`src/rtl/pacman_pkg.sv`:
```
// Shared game-state types and default sizing for the pacman video pipeline.
package pacman_pkg;
    typedef enum logic [1:0] {IDLE = 2'd0, PLAY = 2'd1, WIN = 2'd2, LOSE = 2'd3} game_state_t;
    localparam int NUM_DOTS_DEF = 10;
    localparam int SCORE_W_DEF  = 4;
endpackage

```
`src/rtl/dot_popcount.sv`:
```
// Combinational set-bit count of a dot mask.
module dot_popcount #(
    parameter int NUM_DOTS = 10,
    parameter int SCORE_W  = 4
) (
    input  logic [NUM_DOTS-1:0] bits,
    output logic [SCORE_W-1:0]  count
);
    always_comb begin
        count = '0;
        for (int i = 0; i < NUM_DOTS; i++)
            count = count + SCORE_W'(bits[i]);
    end
endmodule

```
`src/rtl/dot_tracker.sv`:
```
// Frame-committed dot/score/win-lose tracker. Define DOT_LIVES_EN to enable
// multi-life play; otherwise any ghost hit ends the game.
module dot_tracker
    import pacman_pkg::*;
#(
    parameter int NUM_DOTS = NUM_DOTS_DEF,
    parameter int SCORE_W  = SCORE_W_DEF,
    parameter int LIVES    = 3
) (
    input  logic                Clk,
    input  logic                Reset_n,
    input  logic                frame_start,
    input  logic                new_game,
    input  logic [NUM_DOTS-1:0] kill_10,
    input  logic                ghost_hit,
    output logic [NUM_DOTS-1:0] alive_10,
    output logic [SCORE_W-1:0]  score,
    output logic [1:0]          game_state,
    output logic                end_screen,
    output logic [1:0]          lives
);
    game_state_t         state, state_nxt;
    logic [NUM_DOTS-1:0] alive_nxt, pend, pend_nxt, pend_acc, eaten;
    logic [SCORE_W-1:0]  score_nxt, eat_cnt;
    logic [SCORE_W:0]    score_sum;
    logic                hit_pend, hit_nxt, hit_acc, end_nxt;
    logic [1:0]          lives_q, lives_nxt;

    // Pending kills include this cycle's strobes so a kill on the frame_start
    // cycle lands in the committing frame.
    assign pend_acc  = pend | kill_10;
    assign hit_acc   = hit_pend | ghost_hit;
    assign eaten     = pend_acc & alive_10;
    assign score_sum = {1'b0, score} + {1'b0, eat_cnt};

    dot_popcount #(.NUM_DOTS(NUM_DOTS), .SCORE_W(SCORE_W)) u_popcount (
        .bits  (eaten),
        .count (eat_cnt)
    );

    always_comb begin
        state_nxt = state;
        alive_nxt = alive_10;
        score_nxt = score;
        pend_nxt  = pend;
        hit_nxt   = hit_pend;
        lives_nxt = lives_q;
        case (state)
            PLAY: begin
                pend_nxt = pend_acc;
                hit_nxt  = hit_acc;
                if (frame_start) begin
                    alive_nxt = alive_10 & ~eaten;
                    score_nxt = score_sum[SCORE_W] ? '1 : score_sum[SCORE_W-1:0];
                    pend_nxt  = '0;
                    hit_nxt   = 1'b0;
                    if (hit_acc) begin
`ifdef DOT_LIVES_EN
                        lives_nxt = lives_q - 2'd1;
                        if (lives_q <= 2'd1) begin
                            lives_nxt = 2'd0;
                            state_nxt = LOSE;
                        end
`else
                        state_nxt = LOSE;
`endif
                    end else if (alive_nxt == '0) begin
                        state_nxt = WIN;
                    end
                end
            end
            default: begin
                if (new_game) begin
                    state_nxt = PLAY;
                    alive_nxt = '1;
                    score_nxt = '0;
                    pend_nxt  = '0;
                    hit_nxt   = 1'b0;
                    lives_nxt = 2'(LIVES);
                end
            end
        endcase
        end_nxt = (state_nxt == WIN) || (state_nxt == LOSE);
    end

    always_ff @(posedge Clk or negedge Reset_n) begin
        if (!Reset_n) begin
            state      <= IDLE;
            alive_10   <= '1;
            score      <= '0;
            pend       <= '0;
            hit_pend   <= 1'b0;
            end_screen <= 1'b0;
            lives_q    <= 2'(LIVES);
        end else begin
            state      <= state_nxt;
            alive_10   <= alive_nxt;
            score      <= score_nxt;
            pend       <= pend_nxt;
            hit_pend   <= hit_nxt;
            end_screen <= end_nxt;
            lives_q    <= lives_nxt;
        end
    end

    assign game_state = state;
`ifdef DOT_LIVES_EN
    assign lives = lives_q;
`else
    // Lives register is still carried but the visible count is fixed.
    logic unused_lives;
    assign unused_lives = ^lives_q;
    assign lives = 2'(LIVES);
`endif
endmodule
```
`config.mk`:
```
export PLATFORM = sky130hd
export DESIGN_NAME = dot_tracker
export DESIGN_NICKNAME = d
export VERILOG_FILES = /design/src/rtl/pacman_pkg.sv /design/src/rtl/dot_popcount.sv /design/src/rtl/dot_tracker.sv
export SDC_FILE = /design/constraint.sdc
export NUM_CORES = 1
export LEC_CHECK = 0
export CORE_MARGIN = 5
export CORE_UTILIZATION = 50
export CTS_BUF_LIST = sky130_fd_sc_hd__clkbuf_4 sky130_fd_sc_hd__clkbuf_8
export CTS_CLUSTER_DIAMETER = 40
export DETAILED_ROUTE_END_ITERATION = 7
export GPL_TIMING_DRIVEN = 0
export MAX_ROUTING_LAYER = met4
export PLACE_DENSITY = 0.81
export SETUP_SLACK_MARGIN = 0.1
export SLEW_MARGIN = 30
export SYNTH_ARGS = -nofsm -noshare
export SYNTH_HDL_FRONTEND = slang
export SYNTH_SLANG_ARGS = --single-unit
```
`constraint.sdc`:
```
create_clock -name Clk -period 5.98 [get_ports Clk]
set_input_delay 0.598 -clock Clk [delete_from_list [all_inputs] [get_ports Clk]]
set_output_delay 0.598 -clock Clk [all_outputs]
set_load 0.01 [all_outputs]
```
==> results.txt <==
The post-CTS setup repair buffer count is 0. The Yosys step of the flow raised 0 warnings. For this run, the detailed router's first-pass iteration total came to 4.

The worst clock skew is a little under 0.007 ns. After synthesis, the cell types taking the most area are dfrtp_1, dfstp_2, fa_1. The max-slew violation count is 0.

The number of global-route vias before repair came out at 1471. The class of the worst hold path is input pin to async pin. Dividing the detail-routed via count by the number of cells gives around 5.4.

The number of instances in the synthesized netlist came out at 161. For this design the top-level I/O count stands at 34. The final hold violation count is 0. The smallest clock period supported by the final layout is computed as a little under 5 ns. The initial core utilization is 0.5335. The die footprint is 0.004562 mm^2. The critical path data arrival time is 5.20 ns. The synthesized netlist contains 38 unique library cells. The routed wire length is around 3.8 mm.

The headroom to the max-slew limit is 0.5822. The number of port buffers came out at 31. The largest total area in the synthesized netlist belongs to dfrtp_1. The highest net fanout along the worst path is 3.

The first-pass GRT wire length is 6.610 mm. TritonCTS created 3 clock buffers. STA classifies the critical path startpoint as an input pin. The clock-pin slew on the worst setup and hold paths is 0.15 ns. STA classifies the critical path endpoint as a flop. The antenna diode count came out at 0. By count the netlist is led by dfrtp_1, o21ai_0, inv_1, nand2_1, nor2_1. Timing would allow up to 202.4 MHz. The endpoint required time on the critical path is 6.24 ns. Setup repair after global routing left no endpoint under its margin. The number of hold buffers added after cts came out at 0. The library cell used as clock root buffer is clkbuf_4. In the synthesized netlist the async set-or-reset flop fraction comes to 1.000. The latest clock arrival within the worst-skew pair came out at roughly 0.34 ns. The worst hold margin is 0.2468 ns.

The wire length per cell after detailed routing came out at roughly 16 um. The clock passes through at most 2 buffers. The post-cts resize count came out at 0. The DRC violations left came out at 0. The antenna violation net count after detailed routing came out at 0. The number of DRC markers after the initial detailed-route iteration came out at 97.

The overall routing resource usage came out at 0.1983. The die boundary height came out at 67.54 um. The per-instance average area after synthesis is 10.28 um^2. The sum of negative setup slack came out at 0 ns.

The number of antenna violations at the first check in global routing came out at 0. The number of flops mapped to enable cells by yosys is 0. For the pin with the worst max-slew slack, the measured transition is 0.6268 ns. The count of vias placed by the detailed router came out at 1311. After floorplanning, the core was divided into 20 placement rows. The worst setup path is of the input pin to flop kind. The number of register bits inferred by synthesis came out at 28.

The number of cells on the worst reg-to-reg path is 15. The pin count of the biggest net entering global routing is 29. The most used flip-flop cell after synthesis is dfrtp_1. TritonCTS built the clock tree. Routability-driven placement finished with a final weighted congestion of roughly 0.85.

Of the post-synthesis cell area, the dominant cell type holds 0.2721. Setup violations remaining at the end of the flow were counted as 0. Across the run, the number of max-cap violations was 0. In this run the standard cell core region covers 0.003103 mm^2.

The residual overflow from global routing is 0. The horizontal extent of the die came out at 67.54 um. The flow ran to the end, and the final reports show no timing, DRC or antenna violations. CTS built an H-tree with a depth of 1. In the finished design, the share of the clock period the worst path needs comes to 0.8264.

The layout overhead on the synthesized area is 25.17%. The post-synthesis instance area is between 0.0015 and 0.002 mm^2. The total clock sinks is 28.

The register area share after synthesis is 0.4308. The layout net count came out at 229. In the final layout, the share of cells above drive strength 1 is 0.1269. The placed wire-length estimate is 2.878 mm.
==> cell families after synthesis <==
kind of cell,Yosys count,share of synthesized area
flip-flops,28,0.4308
multiplexers,1,0.006047
buffers and inverters,20,0.05442
AND/OR/NAND/NOR,44,0.1429
XOR/XNOR,2,0.01058
AO/OA/AOI/OAI,49,0.2003
adder cells (fa/ha/maj),16,0.1527
other,1,0.002265
==> flip-flops by register name (all words and copies together) (netlist names) <==
| register | count |
|---|---|
| alive_10 | 10 |
| game_state | 2 |
| pend | 10 |
| end_screen | 1 |
| hit_pend | 1 |
| score | 4 |
==> metrics by stage <==
| step | instances | util | cell area, um^2 | setup WS [ns] |
|---|---|---|---|---|
| 2_1_floorplan | 162 | - | 1659 | 1.434 |
| 3_3_place_gp | 237 | 0.6524 | 2024 | 0.8098 |
| 3_5_place_dp | 237 | 0.6508 | 2019 | 0.6787 |
| 4_1_cts | 241 | 0.6677 | 2072 | 1.044 |
| 5_1_grt | 241 | 0.6677 | 2072 | 0.8333 |
| 6_report | 241 | 0.6677 | 2072 | 1.038 |
==> layer usage <==
layer  vias to the layer above  track usage  wire [um]
met5                         -            -          0
met4                         0      0.07089         59
met3                         7      0.02496        164
met2                        36       0.3341       1850
met1                       645       0.2436       1711
li1                        623            -          -
==> cell type report <==
type,instances,area [um^2]
Multi-Input combinational cell,114,855.8
Inverter,13,48.80
Fill cell,290,1031
Tap cell,44,55.05
Clock buffer,3,22.52
Buffer,7,41.29
Timing Repair Buffer,31,305.3
Clock inverter,1,30.03
Sequential cell,28,713.2
==> worst paths after layout <==
path	from	end	slack [ns]
worst max-delay path	kill_10[0]	score[3]$_DFFE_PN0P_	1.04
worst min-delay path	Reset_n	game_state[0]$_DFF_PN0_	0.25
worst max register to register	alive_10[0]$_DFFE_PN1P_	score[3]$_DFFE_PN0P_	1.27
worst min register to register	alive_10[7]$_DFFE_PN1P_	alive_10[7]$_DFFE_PN1P_	0.51
max in group asynchronous	Reset_n	pend[4]$_DFFE_PN0P_	5.32
min in group Clk	alive_10[7]$_DFFE_PN1P_	alive_10[7]$_DFFE_PN1P_	0.51
==> critical path, cell delays in order <==
cell	delay (ns)
clkdlybuf4s50_1	0.42
nor2_1	0.18
nor2b_1	0.08
ha_1	0.29
inv_1	0.08
fa_1	0.46
fa_1	0.51
fa_1	0.51
inv_1	0.05
fa_1	0.40
inv_1	0.08
fa_1	0.46
fa_1	0.46
nor2b_1	0.13
o21ai_0	0.11
and2_1	0.21
o211ai_1	0.16
==> placed cells by master, fill, tap and decap left out, drive strengths merged <==
master,instances
nand2b,1
xnor2,1
nand2,13
ha,9
fa,7
a21o,3
o22a,1
a22o,12
and3b,1
buf,7
inv,13
o211ai,1
mux2i,1
and2,2
dfstp,10
nor3b,5
dfrtp,18
xor2,1
o21ai,18
a21oi,7
clkdlybuf4s50,30
a22oi,1
a2111oi,2
bufinv,1
a31oi,3
nor2b,4
nor2,14
nand3b,1
nand3,1
clkbuf,4
conb,2
o21a,1
and2b,1
nand4,1
Power is left out: the tool's default activity adds up to more than one toggle a clock period on the data nets, which glitch-free logic cannot reach.
